## src/rtl/rv_isa_pkg.sv

```systemverilog
// RV32I encoding constants and format classification shared by the encoder blocks.
package rv_isa_pkg;

    localparam logic [4:0] OP_LUI    = 5'b01101;
    localparam logic [4:0] OP_AUIPC  = 5'b00101;
    localparam logic [4:0] OP_JAL    = 5'b11011;
    localparam logic [4:0] OP_JALR   = 5'b11001;
    localparam logic [4:0] OP_BRANCH = 5'b11000;
    localparam logic [4:0] OP_STORE  = 5'b01000;
    localparam logic [4:0] OP_LOAD   = 5'b00000;
    localparam logic [4:0] OP_IMM    = 5'b00100;
    localparam logic [4:0] OP_OP     = 5'b01100;

    localparam logic [31:0] NOP = 32'h0000_0013;

    typedef enum logic [2:0] {
        FMT_R, FMT_I, FMT_S, FMT_B, FMT_U, FMT_J, FMT_BAD
    } fmt_e;

    function automatic fmt_e classify(input logic [4:0] op);
        fmt_e f;
        case (op)
            OP_LUI, OP_AUIPC:         f = FMT_U;
            OP_JAL:                   f = FMT_J;
            OP_JALR, OP_LOAD, OP_IMM: f = FMT_I;
            OP_BRANCH:                f = FMT_B;
            OP_STORE:                 f = FMT_S;
            OP_OP:                    f = FMT_R;
            default:                  f = FMT_BAD;
        endcase
        return f;
    endfunction

endpackage

```

## src/rtl/instr_encoder_imm_packer.sv

```systemverilog
// Combinational immediate scatter into its RV32I bit positions; range checking of the
// immediate is compiled in only when ENC_RANGE_CHECK_EN is defined.
module imm_packer
    import rv_isa_pkg::*;
(
    input  fmt_e        i_fmt,
    input  logic [31:0] i_imm,
    output logic [31:0] o_bits,
    output logic        o_range_err
);

    always_comb begin
        o_bits = 32'h0;
        case (i_fmt)
            FMT_I: o_bits = {i_imm[11:0], 20'h0};
            FMT_S: o_bits = {i_imm[11:5], 13'h0, i_imm[4:0], 7'h0};
            FMT_B: o_bits = {i_imm[12], i_imm[10:5], 13'h0, i_imm[4:1], i_imm[11], 7'h0};
            FMT_U: o_bits = {i_imm[31:12], 12'h0};
            FMT_J: o_bits = {i_imm[20], i_imm[10:1], i_imm[11], i_imm[19:12], 12'h0};
            default: o_bits = 32'h0;
        endcase
    end

`ifdef ENC_RANGE_CHECK_EN
    // Representable iff every bit above the field's sign bit matches the sign bit.
    logic w_sext11, w_sext12, w_sext20;
    assign w_sext11 = (i_imm[31:11] == {21{i_imm[11]}});
    assign w_sext12 = (i_imm[31:12] == {20{i_imm[12]}});
    assign w_sext20 = (i_imm[31:20] == {12{i_imm[20]}});

    always_comb begin
        o_range_err = 1'b0;
        case (i_fmt)
            FMT_I, FMT_S: o_range_err = !w_sext11;
            FMT_B:        o_range_err = i_imm[0] || !w_sext12;
            FMT_J:        o_range_err = i_imm[0] || !w_sext20;
            FMT_U:        o_range_err = |i_imm[11:0];
            default:      o_range_err = 1'b0;
        endcase
    end
`else
    assign o_range_err = 1'b0;
`endif

endmodule

```

## src/rtl/instr_encoder.sv

```systemverilog
// Two-stage RV32I field-to-word encoder with valid/ready on both sides.
// Optional immediate range checking via ENC_RANGE_CHECK_EN (see imm_packer).
module instr_encoder
    import rv_isa_pkg::*;
#(
    parameter int CNT_W = 16
) (
    input  logic             clk,
    input  logic             rst_n,
    input  logic             in_valid,
    output logic             in_ready,
    input  logic [4:0]       opcode,
    input  logic [2:0]       funct3,
    input  logic [6:0]       funct7,
    input  logic [4:0]       rd,
    input  logic [4:0]       rs1,
    input  logic [4:0]       rs2,
    input  logic [31:0]      imm,
    output logic             out_valid,
    input  logic             out_ready,
    output logic [31:0]      out_instr,
    output logic             out_err,
    output logic [CNT_W-1:0] enc_count
);

    logic             r_vld_p1;
    fmt_e             r_fmt_p1;
    logic [4:0]       r_op_p1, r_rd_p1, r_rs1_p1, r_rs2_p1;
    logic [2:0]       r_f3_p1;
    logic [6:0]       r_f7_p1;
    logic [31:0]      r_imm_p1;
    logic             r_vld_p2;
    logic [31:0]      r_instr_p2;
    logic             r_err_p2;
    logic [CNT_W-1:0] r_count;

    logic        w_s2_ready, w_s1_adv, w_out_xfer;
    logic [31:0] w_imm_bits, w_word;
    logic        w_range_err;

    assign w_s2_ready = !r_vld_p2 || out_ready;
    assign w_s1_adv   = r_vld_p1 && w_s2_ready;
    assign in_ready   = !r_vld_p1 || w_s1_adv;
    assign w_out_xfer = r_vld_p2 && out_ready;

    // ---- S1: latch fields and classify format ----
    always_ff @(posedge clk or negedge rst_n) begin
        if (!rst_n) begin
            r_vld_p1 <= 1'b0;
            r_fmt_p1 <= FMT_BAD;
            r_op_p1  <= 5'h0;
            r_f3_p1  <= 3'h0;
            r_f7_p1  <= 7'h0;
            r_rd_p1  <= 5'h0;
            r_rs1_p1 <= 5'h0;
            r_rs2_p1 <= 5'h0;
            r_imm_p1 <= 32'h0;
        end else if (in_ready) begin
            r_vld_p1 <= in_valid;
            if (in_valid) begin
                r_fmt_p1 <= classify(opcode);
                r_op_p1  <= opcode;
                r_f3_p1  <= funct3;
                r_f7_p1  <= funct7;
                r_rd_p1  <= rd;
                r_rs1_p1 <= rs1;
                r_rs2_p1 <= rs2;
                r_imm_p1 <= imm;
            end
        end
    end

    imm_packer u_imm_packer (
        .i_fmt       (r_fmt_p1),
        .i_imm       (r_imm_p1),
        .o_bits      (w_imm_bits),
        .o_range_err (w_range_err)
    );

    always_comb begin
        w_word = NOP;
        case (r_fmt_p1)
            FMT_R:        w_word = {r_f7_p1, r_rs2_p1, r_rs1_p1, r_f3_p1, r_rd_p1, r_op_p1, 2'b11};
            FMT_I:        w_word = w_imm_bits | {12'h0, r_rs1_p1, r_f3_p1, r_rd_p1, r_op_p1, 2'b11};
            FMT_S, FMT_B: w_word = w_imm_bits | {7'h0, r_rs2_p1, r_rs1_p1, r_f3_p1, 5'h0, r_op_p1, 2'b11};
            FMT_U, FMT_J: w_word = w_imm_bits | {20'h0, r_rd_p1, r_op_p1, 2'b11};
            default:      w_word = NOP;
        endcase
    end

    // ---- S2: pack and hold until downstream accepts ----
    always_ff @(posedge clk or negedge rst_n) begin
        if (!rst_n) begin
            r_vld_p2   <= 1'b0;
            r_instr_p2 <= 32'h0;
            r_err_p2   <= 1'b0;
        end else if (w_s2_ready) begin
            r_vld_p2 <= r_vld_p1;
            if (r_vld_p1) begin
                r_instr_p2 <= w_word;
                r_err_p2   <= (r_fmt_p1 == FMT_BAD) || w_range_err;
            end
        end
    end

    always_ff @(posedge clk or negedge rst_n) begin
        if (!rst_n)          r_count <= '0;
        else if (w_out_xfer) r_count <= r_count + CNT_W'(1);
    end

    assign out_valid = r_vld_p2;
    assign out_instr = r_instr_p2;
    assign out_err   = r_err_p2;
    assign enc_count = r_count;

endmodule
```

## config.mk

```make
export PLATFORM = sky130hd
export DESIGN_NAME = instr_encoder
export DESIGN_NICKNAME = d
export VERILOG_FILES = /design/src/rtl/rv_isa_pkg.sv /design/src/rtl/instr_encoder_imm_packer.sv /design/src/rtl/instr_encoder.sv
export SDC_FILE = /design/constraint.sdc
export NUM_CORES = 1
export LEC_CHECK = 0
export ABC_AREA = 1
export CAP_MARGIN = 30
export CORE_AREA = 2 2 137 112
export DETAILED_ROUTE_END_ITERATION = 10
export DIE_AREA = 0 0 139 114
export PLACE_DENSITY = 0.66
export SYNTH_ARGS = -nofsm -noshare
export SYNTH_HDL_FRONTEND = slang
export SYNTH_SLANG_ARGS = --single-unit
```

## constraint.sdc

```tcl
create_clock -name clk -period 1.6 [get_ports clk]
set_clock_uncertainty 0.15 [all_clocks]
set_input_delay 0.16 -clock clk [delete_from_list [all_inputs] [get_ports clk]]
set_output_delay 0.16 -clock clk [all_outputs]
set_load 0.1 [all_outputs]
```

== After elaboration in Yosys (flattened, before gate mapping) ==
Memory sizes are Yosys's and may differ from the RTL's. A register that Yosys moved wholly into a read port is not among the register bits.
Index checks and enable logic that the tools add are counted.
Storage, ports and cells
  word-level logic and storage cells: 37
  ROM bits: 96
  register bits after elaboration: 113
  memories kept: 1
  output and inout bits: 51
Memory list
  (name not given): depth 32, bits a word 3, read ports 1, clocked after memory_dff 1, write ports 0, line rv_isa_pkg.sv:22  | case (op)
Operators by class
  reduce and logical (&&, ||, !) cells: 12
  mux-type cells: 2
  bitwise logic cells: 3
  add/subtract/negate cells: 1
  equality and inequality tests: 6
Operators by type and width (number)
  $pmux W32 S5: 1
  $pmux W32 S4: 1
  $or A32 B12 Y32: 1
  $or A32 B20 Y32: 1
  $or A32 B25 Y32: 1
  $add A16 B1 Y16 const B: 1
  $eq A3 B3 Y1 const B: 3
  $eq A3 B2 Y1 const B: 2
  $reduce_and A2 Y1: 2
  $reduce_or A2 Y1: 2
  $eq A3 B1 Y1 const B: 1
  $logic_not A1 Y1: 3
  $logic_not A3 Y1: 1
  $logic_and A1 B1 Y1: 2
  $logic_or A1 B1 Y1: 2

== Longest topological paths before layout ==
Gate-level depths: netlist of the first run.
  depth after elaboration: 5
  gate-level depth with buffers: 9
  depth with buffers taken out: 9

== By module ==
Synthesis of the first run repeated with hierarchy kept, for this count alone.
Second synthesis, totals
  cell total of the unflattened synthesis: 675
  area total of the unflattened synthesis: 5481.5 µm²
Modules (own cells, without submodules)
  instr_encoder: instances 1, cells each 588, area each 5069.9 µm²
  imm_packer: instances 1, cells each 87, area each 411.6 µm²

== Worst setup path after synthesis of the first run ==
OpenSTA, ideal clock, no wires.
  path type: register to register
  start: reg r_vld_p2 (netlist: out_valid)
  end: reg r_vld_p1
  period minus slack after synthesis: 3158 ps
  library setup time: 162 ps
  stages on the path, launching flop included: 6
  data arrival time: 2846 ps
  slack: -1558 ps
  cell sequence: dfrtp_1 -> nand3_1 -> nand2_1 -> buf_4 -> buf_4 -> nand2_1
Between the ends
  word-level cells in the longest chain between the ends: 4
RTL lines
  from (decl): line instr_encoder.sv:32  | logic r_vld_p2;
  from (signal assigned): line instr_encoder.sv:98  | r_vld_p2 <= r_vld_p1;
  $logic_not A1 Y1: line instr_encoder.sv:41  | assign w_s2_ready = !r_vld_p2 || out_ready;
  $logic_or A1 B1 Y1: line instr_encoder.sv:41
  $logic_and A1 B1 Y1: line instr_encoder.sv:42  | assign w_s1_adv = r_vld_p1 && w_s2_ready;
  $logic_or A1 B1 Y1: line instr_encoder.sv:43  | assign in_ready = !r_vld_p1 || w_s1_adv;
  via in_ready: line instr_encoder.sv:11  | output logic in_ready,
  to (signal assigned): line instr_encoder.sv:59  | r_vld_p1 <= in_valid;
  to (decl): line instr_encoder.sv:26  | logic r_vld_p1;
The timed path passes the listed nets, and every way through them passes these cells.
A chain may end at the register's enable or synchronous reset.

== Final worst setup path of the first run ==
  start: reg r_vld_p2 (netlist: out_valid)
  end: reg r_count[10] (netlist: enc_count[10])
Between the ends
  word-level cells in the longest chain between the ends: 1
RTL lines
  $logic_and A1 B1 Y1: line instr_encoder.sv:44  | assign w_out_xfer = r_vld_p2 && out_ready;
  to (signal assigned): line instr_encoder.sv:108  | else if (w_out_xfer) r_count <= r_count + CNT_W'(1);
  to (decl): line instr_encoder.sv:35  | logic [CNT_W-1:0] r_count;
Every way passes these cells.

==> metrics.cfg, run 1 <==
[sta]
layout_min_cycle_time_ns = 1.549
drv_slew = 0
hold_viol = 0
fmax_mhz = 645.6
post-route-period-util_pct = 96.81
grt_setup_unrepaired = true
setup_viol = 0
slew_headroom_pct = 71.60
worst_pin_slew_ns = 0.4260

[cts]
max-clock-path-buffers = 2
clkTransAtPathRegs_ns = 0.05
clockRootBuffer = clkbuf_16
numCtsBuffers = 17
h-tree-depth = 4
cts_tree = yes
clock_latency_ns = 0.40
clock_sinks = 115

[place]
gp_congestion = 0.8410
hpwl_um = 9682
dp.cells = 904
portBuffers = 116

[floorplanning]
io_pins = 117
coreArea_mm2 = 0.01461
rows = 40
fp.dieH_um = 114
die_area_mm2 = 0.01585
die_w_um = 139
start_util_pct = 34.07

[setup_path]
cp_num_buf_inv = 1
critical_path_class = flop to flop
critical-path-top-delay-family = simple AND/OR/NAND/NOR gates
cpPeakStageDelay_ns = 0.47
critPathRequiredTime_ns = 1.73
crit_chain = buf_6 > nand2_4 > nor2_4 > nand2_2 > nor2_4 > nand2_2 > o21ai_1 > nand2_1
cp-end-kind = flop
slowest_stage = dfrtp_4
worstSetupStartpointType = flop
cp_data_arrival_time_ns = 1.68
path_max_fanout = 5

[global_route]
top_usage_layer = met2
grt_max_degree = 39
antenna_found_initial = 0
grtUsageMet2_pct = 27.29
grt_pass1_vias = 4518
grtUsageMet3_pct = 4.744
grt_pass1_wl_um = 22180
overflow = 0
track_usage_pct = 17.72
met1_usage_pct = 24.35

[logic_synthesis]
synth_edf_count = 0
synthAdderAreaFrac_pct = 0.2513
yosysMostFrequentCell = nand2_1
synth_fp_nets = 656
synth_cells = 589
muxShareOfSynthArea_pct = 0
synthFlopType = dfrtp_1
yosys-top-cells-area = dfrtp_1, nand2_1, inv_1
synth_top_family_by_area = simple AND/OR/NAND/NOR gates
synthArstFlopShare_pct = 100.0
synthXorXnorAreaFrac_pct = 1.759
synth_top_area_cell = dfrtp_1
syn_avg_cell_area_um2 = 8.453
ys_seq_area_share_pct = 57.85
synth_warnings = 0
synth_top_cell_area_share_pct = 56.80
synth-simple-area-share_pct = 23.62
synth_cell_type_count = 32
synth_area_mm2 = 0.004979
synth_compound_area_share_pct = 9.852
synth_seq_cells = 115
synth_commonest_cells = nand2_1, dfrtp_1, inv_1

[routing]
dr.pass1.iters = 5
viasPerCell = 4.764
routed_wl_um = 13250
wl_per_cell_um = 14.09
drc = 0
num_vias = 4478
drt_iter0_drc = 389
ant_nets = 0

[pwr]
power.density_mw_per_mm2 = 1627
total_power_mw = 12.75
p_leak_nw = 3.730
ir_drop_uv = 961.7

[finish]
fin_cells = 940
fill_cells = 1291
diodes = 0
area_growth_pct = 57.35
layout.nets = 805
layout-drive-gt1-share_pct = 21.17
fin_util_pct = 53.60

[outcome]
status = completed

[run]
cap_violations = 0

[worst_hold_path]
hold_class = primary input to async pin

==> placed cells by master (no fill, tap or decap), drive strengths merged <==
| cell | n |
|---|---|
| o211ai | 1 |
| nor3 | 4 |
| nand3b | 1 |
| dfrtp | 113 |
| nand3 | 17 |
| clkdlybuf4s50 | 63 |
| nor2 | 42 |
| buf | 90 |
| nand2 | 225 |
| bufinv | 1 |
| o221ai | 4 |
| clkinv | 4 |
| xor2 | 5 |
| o21ai | 59 |
| clkbuf | 27 |
| o31ai | 1 |
| dlygate4sd3 | 1 |
| dfstp | 2 |
| nand4 | 4 |
| dlygate4sd2 | 1 |
| or2 | 1 |
| o22ai | 7 |
| a21oi | 12 |
| xnor2 | 5 |
| inv | 55 |
| ha | 1 |
| a21o | 4 |
| a22oi | 1 |
==> state kept, by name (all words and copies together) (netlist names) <==
name	count
enc_count	16
out_err	1
out_instr	31
out_valid	1
r_f3_p1	3
r_f7_p1	7
r_fmt_p1	3
r_imm_p1	32
r_op_p1	5
r_rd_p1	5
r_rs1_p1	5
r_rs2_p1	5
r_vld_p1	1
==> per-layer routing <==
layer | wire, µm | up-vias
met3 | 963 | 16
met4 | 205 | 0
met2 | 6204 | 179
met1 | 5874 | 2131
li1 | - | 2152
met5 | 0 | -
==> report_power, final <==
part / internal (mW) / total [mW] / switching [mW]
clock network: 2.29 / 3.51 / 1.22
registers: 3.51 / 4.07 / 0.561
logic: 1.88 / 5.16 / 3.28
==> worst reg2reg max path: stages, from the launching register on <==
cell and delay [ns]:
dfrtp_4 0.47, buf_6 0.14, nand2_4 0.06, nor2_4 0.10
nand2_2 0.08, nor2_4 0.16, nand2_2 0.09, o21ai_1 0.13
nand2_1 0.06
==> worst paths after layout <==
kind,from,end,slack [ns],cells past startpoint
hold reg to reg,r_imm_p1[14]$_DFFE_PN0P_,r_imm_p1[14]$_DFFE_PN0P_,0.33,2
setup / recovery,out_valid$_DFFE_PN0P_,enc_count[10]$_DFFE_PN0P_,0.05,8
min in group clk,funct3[2],r_f3_p1[2]$_DFFE_PN0P_,0.14,3
max in group asynchronous,rst_n,r_rd_p1[3]$_DFFE_PN0P_,0.63,3
setup reg to reg,out_valid$_DFFE_PN0P_,enc_count[10]$_DFFE_PN0P_,0.05,8
hold / removal,rst_n,out_instr[16]$_DFFE_PN0P_,0.08,2
==> stage by stage <==
step	area (µm²)	hold WS (ns)	setup TNS [ns]	setup slack, ns
after floorplan	5074	-0.2856	-10.79	-0.1805
after global placement	7203	-0.02215	-10.86	-0.1565
after detailed placement	7203	-0.01928	-13.35	-0.1967
after CTS	7785	0.08949	-0.007020	-0.007020
after global routing	7834	0.1099	-0.03317	-0.01496
final	7834	0.08287	0	0.05109
==> logic make-up after synthesis <==
| logic type | count (synthesis) |
|---|---|
| buf+inv | 80 |
| fa+ha+maj | 1 |
| xor+xnor | 10 |
| flops | 115 |
| compound gates | 89 |
| simple gates | 294 |
==> what timing repair did <==
| action | 4_1_cts | 5_1_grt |
|---|---|---|
| endpoints found under the hold margin | 115 | 0 |
| gates resized for setup | 4 | 12 |
| buffers inserted | 1 | 3 |
| setup endpoints to repair | 7 | 21 |
| hold buffers | 1 | 0 |
| cloned | 0 | 0 |
| pin swaps | 1 | 2 |
==> cell type report <==
class | count | area [µm²] | share of cell area (%)
timing repair buffer | 155 | 2067 | 26.39
multi-input combinational | 394 | 1847 | 23.57
tap | 189 | 236.5 | 3.019
inverter | 55 | 211.5 | 2.699
clock inverter | 5 | 50.05 | 0.6389
sequential | 115 | 2919 | 37.26
clock buffer | 27 | 503.0 | 6.421
Note: power is estimated with default switching activity, not from simulation.
==> run 2: changes to the inputs <==
- CAP_MARGIN: 30 -> 20
- CTS_BUF_LIST: default -> sky130_fd_sc_hd__clkbuf_8 sky130_fd_sc_hd__clkbuf_16
==> run 2 against run 1 <==
  * Register-to-register slack is essentially flat
  * Hold slack is essentially flat
  * Cell area grew 1.0%
  * Critical path depth shrank 1
  * Maximum frequency shrank 0.51%
  * Global-route usage is essentially flat
  * Setup slack lost 0.0080 ns
  * Largest cell class unchanged
==> metrics.cfg, run 2 (synthesized netlist as in run 1, its figures left out) <==
[outcome]
status = completed

[worst_hold_path]
hold_class = primary input to async pin

[setup_path]
rrSetupSlack_ns = 0.04  ; about the same
critPathRequiredTime_ns = 1.73  ; about the same
cp-startpoint = out_valid$_DFFE_PN0P_
worstSetupStartpointType = flop
critical_path_class = flop to flop
worstReg2RegStart = out_valid$_DFFE_PN0P_
path_max_fanout = 3  ; -2
cp-end-kind = flop
cp_data_arrival_time_ns = 1.69  ; about the same
rr_endpoint = enc_count[9]$_DFFE_PN0P_
r2r_cells = 7  ; -1
cp-endpoint = enc_count[9]$_DFFE_PN0P_

[global_route]
grt_max_degree = 39  ; unchanged
antenna_found_initial = 0  ; unchanged
track_usage_pct = 17.73  ; about the same
grt_pass1_vias = 4525  ; +0.15%
overflow = 0  ; unchanged
grt_pass1_wl_um = 22220  ; +0.16%

[cts]
clkTransAtPathRegs_ns = 0.05  ; about the same
h-tree-depth = 4  ; unchanged
clock_latency_ns = 0.40  ; about the same
numCtsBuffers = 17  ; unchanged
clock_sinks = 115  ; unchanged
max-clock-path-buffers = 2  ; unchanged
clockRootBuffer = clkbuf_16
cts_tree = yes

[pwr]
p_int_mw = 7.677  ; about the same
seqPwrFrac_pct = 32.0  ; about the same
power_frac_comb_pct = 40.9  ; +0.4 points
switching_share_pct = 39.89  ; +0.18 points
pwr-share-clk_pct = 27.2  ; -0.4 points
ir_drop_uv = 959.0  ; -0.28%
power.density_mw_per_mm2 = 1614  ; -0.79%
p_leak_nw = 3.787  ; +1.5%
p_switching_mw = 5.096  ; +0.66%
total_power_mw = 12.77  ; +0.21%

[sta]
hold_viol = 0  ; unchanged
layout_setup_ws_ns = 0.04309  ; -0.008000 ns
finalSetupTns_ns = 0  ; unchanged
grt_setup_unrepaired = true
layout_min_cycle_time_ns = 1.557  ; +0.007999 ns
drv_slew = 0  ; unchanged
fmax_mhz = 642.3  ; -0.51%
post-route-period-util_pct = 97.31  ; +0.50 points
slew_headroom_pct = 71.60  ; about the same
setup_viol = 0  ; unchanged
worst_pin_slew_ns = 0.4260  ; +0.00004768 ns

[finish]
diodes = 0  ; unchanged
area_growth_pct = 58.93
seq_area_mm2 = 0.002919  ; unchanged
multi_input_area_mm2 = 0.001883  ; +2.0%
final_common_cell = nand2_1
layout-drive-gt1-share_pct = 22.52  ; +1.3 points
fin_area_mm2 = 0.007913  ; +1.0%
regMostFlops = r_imm_p1
layout.nets = 809  ; +0.50%
largest_register_ffs = 32  ; unchanged
final_cell_mix = nand2_1, dfrtp_1, clkdlybuf4s50_1
fin_util_pct = 54.14  ; +0.54 points
fill_cells = 1275  ; -1.2%

[floorplanning]
fp.dieH_um = 114  ; unchanged
io_pins = 117  ; unchanged
start_util_pct = 34.07  ; unchanged
rows = 40  ; unchanged
die_w_um = 139  ; unchanged
die_area_mm2 = 0.01585  ; unchanged
coreArea_mm2 = 0.01461  ; unchanged

[place]
portBuffers = 116  ; unchanged
gp_congestion = 0.8410  ; unchanged
post_dp_cell_area_mm2 = 0.007203  ; unchanged
hpwl_um = 9682  ; unchanged
post-place-ws_ns = -0.1967  ; unchanged

[routing]
ant_nets = 0  ; unchanged
wl_per_cell_um = 14.17  ; +0.54%
viasPerCell = 4.721  ; -0.89%
drt_iter0_drc = 404  ; +3.9%
routed_wl_um = 13380  ; +0.97%
dr.pass1.iters = 5  ; unchanged
drc = 0  ; unchanged
num_vias = 4457  ; -0.47%

[run]
cap_violations = 0  ; unchanged

-- run 2: cell count changes in the layout (fill, tap and decap cells not counted), moves of 2 or more --
cell      change
clkbuf_1      -6
a21oi_2       +4
nand2_2       +2
buf_6         +3
a21oi_1       -4
inv_1         +6
-- run 2: layout make-up --
| cell class | count | area share [%] |
|---|---|---|
| multi-input combinational | 394 | 23.80 |
| clock inverter | 11 | 0.9171 |
| inverter | 55 | 2.641 |
| tap | 189 | 2.989 |
| timing repair buffer | 159 | 26.69 |
| sequential | 115 | 36.89 |
| clock buffer | 21 | 6.072 |
-- run 2: worst min path at each step --
stage | end | slack (ns)
floorplan | enc_count[10]$_DFFE_PN0P_ | -0.29
global placement | out_instr[16]$_DFFE_PN0P_ | -0.02
detailed placement | out_instr[16]$_DFFE_PN0P_ | -0.02
CTS | out_instr[16]$_DFFE_PN0P_ | 0.09
global route | out_instr[16]$_DFFE_PN0P_ | 0.11
finish | out_instr[16]$_DFFE_PN0P_ | 0.08
-- run 2: power groups by stage --
| stage | logic [mW] | clock network (mW) | registers, mW |
|---|---|---|---|
| 2_1_floorplan | 0.957 | 0 | 6.07 |
| 3_5_place_dp | 5.13 | 0 | 4.12 |
| 6_report | 5.22 | 3.47 | 4.08 |
| 5_1_grt | 5.47 | 3.65 | 4.15 |
| 3_3_place_gp | 5.07 | 0 | 4.11 |
| 4_1_cts | 5.17 | 3.53 | 4.07 |
-- run 2: critical path, stage by stage, from the launching register on --
cell and delay, ns:
dfrtp_4 0.43, buf_6 0.13, nand3_4 0.10, nor2_4 0.14, nand3_2 0.11, buf_4 0.15, buf_4 0.12, xnor2_1 0.11
-- run 2: timing repair --
item | in CTS | in global routing
pin swaps | 0 | 7
resized for setup | 3 | 21
cloned | 0 | 0
setup buffers | 2 | 6
hold buffers | 1 | 0
endpoints found under the hold margin | 115 | 0
setup endpoints to repair | 7 | 22
-- run 2: routing by layer --
metal | global-route usage, % | part of all wire, % | wire (µm)
met2 | 27.29 | 47 | 6319
met1 | 24.38 | 45 | 5974
met3 | 4.744 | 6.5 | 876
met5 | 0 | 0 | 0
met4 | 6.263 | 1.5 | 204
-- run 2: through the flow --
step                      hold slack, ns  cells
after floorplan                  -0.2856    589
after global placement          -0.02215    904
after detailed placement        -0.01928    904
after CTS                        0.08940    938
after global routing              0.1098    944
final                            0.08314    944
==> run 3: changes to the inputs <==
- CORE_AREA: 2 2 137 112 -> 2 2 143 117
- DIE_AREA: 0 0 139 114 -> 0 0 145 119
- PLACE_DENSITY: 0.66 -> 0.65
- SYNTH_HIERARCHICAL: default -> 1
==> run 3 against run 2 <==
  * The flow now finishes with violations (setup timing)
  * First-iteration DRC count decreased by 31%
  * Total power up 0.51%
  * Critical path depth increased by 3
  * Routed wire length is 10% higher
  * Synthesized area grew 9.8%
  * Hold slack better by 0.028 ns
  * Combinational power down 1%
  * Non-clock buffer count down 2
  * Global-route usage is 0.15 points higher
  * Critical endpoint is now out_instr[31]$_DFFE_PN0P_
  * Cell count up 11%
  * Die area rose by 8.9%
  * Flip-flop and latch count is the same
==> metrics.cfg, run 3 <==
[outcome]
status = complete, but fails checks
violations = setup timing

[routing]
dr.pass1.iters = 5  ; unchanged
drc = 0  ; unchanged
routed_wl_um = 14710  ; +10%
drt_iter0_drc = 278  ; -31%
num_vias = 4614  ; +3.5%
ant_nets = 0  ; unchanged
wl_per_cell_um = 13.98  ; -1.3%
viasPerCell = 4.386  ; -7.1%

[floorplanning]
fp.dieH_um = 119  ; +4.4%
start_util_pct = 34.11  ; +0.039 points
die_w_um = 145  ; +4.3%
rows = 42  ; +5.0%
die_area_mm2 = 0.01726  ; +8.9%
coreArea_mm2 = 0.01603  ; +9.7%
io_pins = 117  ; unchanged

[finish]
largest_register_ffs = 32  ; unchanged
diodes = 0  ; unchanged
final_common_cell = nand2_1
regMostFlops = r_imm_p1
final_cell_mix = nand2_1, dfrtp_1, inv_1
area_growth_pct = 54.31
layout.nets = 886  ; +9.5%
layout-drive-gt1-share_pct = 25.00  ; +2.5 points

[global_route]
grt_pass1_wl_um = 24290  ; +9.3%
grt_pass1_vias = 4672  ; +3.2%
grt_max_degree = 47  ; +21%
overflow = 0  ; unchanged
track_usage_pct = 17.88  ; +0.15 points
antenna_found_initial = 0  ; unchanged

[place]
portBuffers = 116  ; unchanged
gp_congestion = 0.8208  ; -2.4%
hpwl_um = 10730  ; +11%

[logic_synthesis]
synth_warnings = 6  ; +6
syn_avg_cell_area_um2 = 8.123  ; -3.9%
synth_area_mm2 = 0.005466  ; +9.8%
synth_cells = 673  ; +14%

[sta]
layout_min_cycle_time_ns = 1.649  ; +0.09160 ns
setup_viol = 13  ; +13
layout_setup_ws_ns = -0.04851  ; -0.09160 ns
post-route-period-util_pct = 103.0  ; +5.7 points
grt_setup_unrepaired = true
fin_hold_ws_ns = 0.1112  ; +0.02809 ns
hold_viol = 0  ; unchanged
drv_slew = 0  ; unchanged
fmax_mhz = 606.6  ; -5.6%
finalSetupTns_ns = -0.2429  ; -0.2429 ns

[cts]
max-clock-path-buffers = 2  ; unchanged
clkTransAtPathRegs_ns = 0.05  ; about the same
h-tree-depth = 4  ; unchanged
cts_tree = yes
clockRootBuffer = clkbuf_16
numCtsBuffers = 17  ; unchanged
clock_latency_ns = 0.41  ; about the same
clock_sinks = 115  ; unchanged

[worst_hold_path]
hold_class = primary input to async pin

[setup_path]
critical_path_class = flop to flop
cp_data_arrival_time_ns = 1.79  ; +0.10 ns
cp-end-kind = flop
worstSetupStartpointType = flop
critPathRequiredTime_ns = 1.75  ; +0.02 ns
path_max_fanout = 5  ; +2

[pwr]
power.density_mw_per_mm2 = 1522  ; -5.7%
p_leak_nw = 4.090  ; +8.0%
ir_drop_uv = 781.8  ; -18%

[run]
cap_violations = 0  ; unchanged

[run 3: worst max-delay path: stages (launching register included)]
cell	delay [ns]
dfstp_2	0.62
buf_6	0.15
nor2_1	0.04
nand3_1	0.06
nand2_1	0.06
nor2_1	0.11
nand2_1	0.09
nand3_1	0.07
o21ai_1	0.07
nand2_1	0.07
nand2_1	0.05
[run 3: final cells by class]
type | count | area [µm²]
inverter | 66 | 250.2
timing repair buffer | 157 | 2105
tap | 220 | 275.3
clock inverter | 11 | 97.59
fill | 1418 | 7592
sequential | 115 | 2919
clock buffer | 21 | 480.5
multi-input combinational | 462 | 2308
[run 3: metrics by stage]
step / setup WS [ns] / cell area, µm² / instances / power, mW / utilization (%)
final: -0.04851 / 8436 / 1052 / 12.84 / 52.63
after global routing: -0.1204 / 8436 / 1052 / 13.41 / 52.63
after CTS: -0.02200 / 8249 / 1049 / 12.79 / 51.47
after detailed placement: -0.1104 / 7616 / 1015 / 9.040 / 47.52
after global placement: -0.08414 / 7616 / 1015 / 8.973 / 47.52
after floorplan: -0.2490 / 5569 / 678 / 6.952 / -
[run 3: per-layer routing]
| layer | vias to the layer above | track usage, % | wire length (µm) |
|---|---|---|---|
| met4 | 0 | 5.012 | 122 |
| met1 | 2108 | 26.13 | 7290 |
| met5 | - | 0 | 0 |
| met2 | 122 | 25.51 | 6414 |
| met3 | 8 | 5.517 | 882 |
| li1 | 2376 | - | - |
[run 3: what timing repair did]
action / in CTS / in global routing
pin swaps: 2 / 12
gates resized for setup: 11 / 59
hold buffers: 1 / 0
endpoints found under the setup margin: 23 / 27
setup buffers: 2 / 2
cloned: 0 / 1
endpoints found under the hold margin: 113 / 0
[run 3: path summary, 6_finish.rpt]
check	start	endpoint	slack, ns	cells past startpoint
max	r_fmt_p1[1]$_DFFE_PN1P_	out_instr[31]$_DFFE_PN0P_	-0.05	10
min	rst_n	r_rs1_p1[0]$_DFFE_PN0P_	0.11	2
max reg2reg	r_fmt_p1[1]$_DFFE_PN1P_	out_instr[31]$_DFFE_PN0P_	-0.05	10
min reg2reg	r_imm_p1[8]$_DFFE_PN0P_	r_imm_p1[8]$_DFFE_PN0P_	0.33	2
max in group asynchronous	rst_n	r_fmt_p1[1]$_DFFE_PN1P_	0.56	3
min in group clk	imm[5]	r_imm_p1[5]$_DFFE_PN0P_	0.13	3
[run 3: power by group]
group          internal [mW]  total [mW]  switching, mW
clock network           2.41        3.67           1.26
logic                   1.88        5.17           3.29
registers               3.48        4.00          0.520
==> patch 1 (settings of run 3) <==
Encoding of `fmt_e`: now one-hot (7 bits for 7 values).
--- a/src/rtl/rv_isa_pkg.sv
+++ b/src/rtl/rv_isa_pkg.sv
@@ -15,4 +15,4 @@
 
-    typedef enum logic [2:0] {
-        FMT_R, FMT_I, FMT_S, FMT_B, FMT_U, FMT_J, FMT_BAD
+    typedef enum logic [6:0] {
+        FMT_R = 7'b0000001, FMT_I = 7'b0000010, FMT_S = 7'b0000100, FMT_B = 7'b0001000, FMT_U = 7'b0010000, FMT_J = 7'b0100000, FMT_BAD = 7'b1000000
     } fmt_e;
Check against the original RTL: no difference found for any inputs over 10 cycles, from zero or initial values and one cycle with rst_n low; not proved beyond that.
==> patch 1 against run 3 <==
- power is 8.0% lower
- fmax shrank 8.7%
- design area rose by 17%
- sequential cell count is 4 higher
- first-iteration DRC count up 58%
- highest routed layer unchanged
- worst setup slack worse by 0.16 ns
- area after synthesis increased by 17%
- the run still ends with setup timing left
- largest power group is now the clock network
- critical path type unchanged
- wire length increased by 21%
==> patch 1: results (changes against run 3) <==
Route
  • Detail Route met3 WL: 1204 um (+37%)
  • DR iter-0 viols: 440 (+58%)
  • Vias after detailed routing: 6,105 (+32%)
  • DR top layer: met4
  • Met1 WL: 8488 um (+16%)
  • Routed wl met2: 7844 um (+22%)
  • Drt pass-1 iters: 6 (+1)
  • Post-Route WL: 17,800 um (+21%)

Place
  • Post-placement cell count: 1,219 (+20%)
  • RePlAce Congestion: 0.8545 (+4.1%)
  • HPWL Detailed: 12,450 um (+16%)
  • I/O Buffers: 116 (unchanged)

Power
  • Psw: 3.929 mW (-23%)
  • Worst vdd ir: 760.6 uV (-2.7%)
  • Clock power share: 0.381 (+0.095)
  • Seq pwr share: 0.327 (+0.016)
  • Total Power: 11.82 mW (-8.0%)
  • Leak: 4.888 nW (+20%)

GRT
  • Initial antenna violation count: 0 (unchanged)
  • Gr usage total: 0.2106 (+0.03179)
  • First-pass GRT wire length: 28,980 um (+19%)
  • Met3 Track Usage GR: 0.05594 (+0.0007663)
  • Largest net degree at the start of global routing: 60 (+28%)
  • Met1 Usage GRT: 0.3000 (+0.03871)
  • GR met2 Demand/Resource: 0.3149 (+0.05982)
  • Vias in the first global route: 5,910 (+26%)

Setup path
  • Worst-path maximum fanout: 6 (+1)
  • CP peak stage delay: 0.40 ns (-0.22 ns)
  • Reg2reg path depth: 12 (+2)
  • Slowest CP cell: dfrtp_1
  • Delay-heaviest family, CP: simple AND/OR/NAND/NOR gates
  • CP arrival: 2.01 ns (+0.22 ns)

Timing
  • Final setup TNS: -4.222 ns (-3.979 ns)
  • Final setup vio count: 30 (+17)
  • Final worst setup slack: -0.2049 ns (-0.1564 ns)

Synthesis
  • Syn_area_per_cell: 7.436 um2 (-8.5%)
  • Synth warn: 6 (unchanged)

Final layout
  • Final Net Count: 1,102 (+24%)
  • Share of cells above drive strength 1: 0.2710 (+0.02099)
  • Reg with most FFs: r_imm_p1
  • Non-Filler Instances: 1,268 (+21%)
  • Ant. Diodes: 0 (unchanged)
  • Max reg flops: 32 (unchanged)

Clock network
  • TritonCTS Buffers: 17 (unchanged)
  • Clock Tree Root: clkbuf_16
  • H-tree levels: 4 (unchanged)
  • Longest Clk Path Bufs: 2 (unchanged)
  • CTS clk-pin slew, worst paths: ~0.060 ns
  • Worst skew pair latency: 0.41 ns (about the same)

Min path
  • Hold crit path type: in2async

Run status
  • Failing checks: setup timing
  • Status: finished with violations
## patch 1: worst reg2reg max path: stages (launching register included)
cell	delay, ns
dfrtp_1	0.40
inv_2	0.07
nand2_2	0.06
buf_6	0.11
nor2_4	0.17
and2_4	0.23
nor2_8	0.05
buf_12	0.14
nor2_4	0.11
o21ai_1	0.08
nand4_1	0.08
nand2_1	0.05
nand2_1	0.05
## patch 1: layout make-up
| type | instances | area (um2) |
|---|---|---|
| Inverter | 56 | 220.2 |
| Tap cell | 220 | 275.3 |
| Clock buffer | 18 | 439.2 |
| Clock inverter | 14 | 254.0 |
| Multi-Input combinational cell | 649 | 3256 |
| Timing Repair Buffer | 192 | 2445 |
| Fill cell | 1359 | 6122 |
| Sequential cell | 119 | 3017 |
## patch 1: path summary, 6_finish.rpt
check	from	endpoint	slack [ns]
worst max-delay path	r_fmt_p1[2]$_DFFE_PN0P_	out_instr[13]$_DFFE_PN0P_	-0.20
worst min-delay path	rst_n	enc_count[5]$_DFFE_PN0P_	0.05
worst max register to register	r_fmt_p1[2]$_DFFE_PN0P_	out_instr[13]$_DFFE_PN0P_	-0.20
worst min register to register	r_imm_p1[28]$_DFFE_PN0P_	r_imm_p1[28]$_DFFE_PN0P_	0.33
max in group asynchronous	rst_n	r_fmt_p1[6]$_DFFE_PN1P_	0.69
min in group clk	imm[5]	r_imm_p1[5]$_DFFE_PN0P_	0.12
## patch 1: stage by stage
stage | cell area (um2) | setup WS [ns]
detailed placement | 8801 | -0.2150
global route | 9906 | -0.3149
CTS | 9719 | -0.1772
global placement | 8801 | -0.1935
finish | 9906 | -0.2049
floorplan | 6536 | -0.2762
## patch 1: repair_timing
action	CTS	global route
gates resized for setup	44	35
endpoints found under the hold margin	118	0
cloned	1	1
hold buffers	1	0
endpoints found under the setup margin	31	45
pin swaps	14	25
setup buffers	8	6
==> patch 2 (flow settings as in run 3) <==
Without the edit above. Set the parameter `CNT_W` to 32 (it was 16).
--- a/src/rtl/instr_encoder.sv
+++ b/src/rtl/instr_encoder.sv
@@ -5,3 +5,3 @@
 #(
-    parameter int CNT_W = 16
+    parameter int CNT_W = 32
 ) (
Ports: changed (resized enc_count); port bits go from 117 to 133. The function was not compared with the original's and may differ.
==> patch 2 against run 3 <==
- the flow still finishes with violations (setup timing)
- core utilization grew 12 points
- combinational power shrank 3%
- area after synthesis grew 14%
- fmax shrank 4.3%
- wire length grew 26%
- critical path depth shrank 3
- sequential cell count grew 16
- worst setup slack lost 0.073 ns
- power grew 3.8%
- first-iteration DRC count grew 49%
- design area grew 23%
- synthesized cell count grew 18%
- largest power group unchanged
- highest routed layer unchanged
==> patch 2: results (changes against run 3) <==
Run status
  • Status: finished with violations
  • Failing checks: setup timing

Final layout
  • Area of the multi-input gates: 2913 um2 (+26%)
  • Share of cells above drive strength 1: 0.3113 (+0.06126)
  • Final Net Count: 1,067 (+20%)
  • NonClk Buf Share: 0.2744 (+0.02496)
  • Fill cell count: 1,285 (-9.4%)
  • Invs w/o clock: 85 (+29%)
  • Area growth, synth to finish: 65.81%
  • ClkCell Share: 0.05905 (-0.009474)
  • Multi-input comb cells: 548 (+19%)
  • Nonclk buf count: 217 (+38%)

GRT
  • Gr usage total: 0.2138 (+0.03503)
  • First-pass GRT wire length: 29,190 um (+20%)
  • Largest net degree at the start of global routing: 38 (-19%)
  • Vias in the first global route: 5,649 (+21%)

Timing
  • Final setup TNS: -1.205 ns (-0.9624 ns)
  • Final worst setup slack: -0.1217 ns (-0.07322 ns)
  • Final setup vio count: 23 (+10)

Place
  • Pre-CTS WS: -0.2855 ns (-0.1751 ns)
  • I/O Buffers: 132 (+14%)
  • Placed Area: 9069 um2 (+19%)
  • RePlAce Congestion: 0.8659 (+5.5%)
  • HPWL Detailed: 13,160 um (+23%)

Power
  • Leak: 4.879 nW (+19%)
  • Worst vdd ir: 813.9 uV (+4.1%)

Route
  • Avg WL per Cell: 15.00 um (+7.3%)
  • DR iter-0 viols: 413 (+49%)
  • Avg Vias per Cell: 4.751 (+8.3%)

Clock network
  • Worst skew pair latency: 0.42 ns
  • Clk sinks: 131 (+14%)

Setup path
  • CP arrival: 1.93 ns (+0.14 ns)
  • CP peak stage delay: 0.66 ns (+0.04 ns)
  • Delay-heaviest family, CP: flip-flops
  • Worst-path maximum fanout: 6 (+1)
[patch 2: worst reg2reg max path: cells and delay by family, from the launching register on]
family                 cells  cell delay (ns)
AO/OA/AOI/OAI              2             0.32
flip-flops                 1             0.66
buffers and inverters      1             0.15
AND/OR/NAND/NOR            4             0.39
[patch 2: through the flow]
step                      power [mW]  instances
after floorplan                6.907        797
after global routing           13.83       1232
after CTS                      13.02       1216
after detailed placement       8.917       1179
after global placement         8.865       1179
final                          13.32       1232
[patch 2: where the power goes]
group          internal [mW]  switching, mW
registers               3.85          0.424
logic                   1.92           3.11
clock network           2.59           1.43
[patch 2: final timing paths]
| check | slack [ns] | from | to | cells after the start |
|---|---|---|---|---|
| max | -0.12 | r_fmt_p1[1]$_DFFE_PN1P_ | out_instr[7]$_DFFE_PN0P_ | 7 |
| min | 0.07 | rst_n | r_imm_p1[13]$_DFFE_PN0P_ | 2 |
| max reg2reg | -0.12 | r_fmt_p1[1]$_DFFE_PN1P_ | out_instr[7]$_DFFE_PN0P_ | 7 |
| min reg2reg | 0.33 | r_imm_p1[5]$_DFFE_PN0P_ | r_imm_p1[5]$_DFFE_PN0P_ | 2 |
| max in group asynchronous | 0.63 | rst_n | enc_count[18]$_DFFE_PN0P_ | 3 |
| min in group clk | 0.13 | imm[1] | r_imm_p1[1]$_DFFE_PN0P_ | 3 |
[patch 2: routing by layer]
metal  global-route usage  wire length, um
met1               0.3269             9240
met4              0.07611              414
met2               0.3012             7928
met3              0.03985              901
met5                    0                0
[patch 2: repair_timing]
action | CTS | global route
buffers inserted | 4 | 15
gates cloned | 2 | 1
hold buffers | 1 | 0
setup endpoints to repair | 36 | 43
hold endpoints to repair | 129 | 0
pin swaps | 6 | 38
resized for setup | 29 | 118
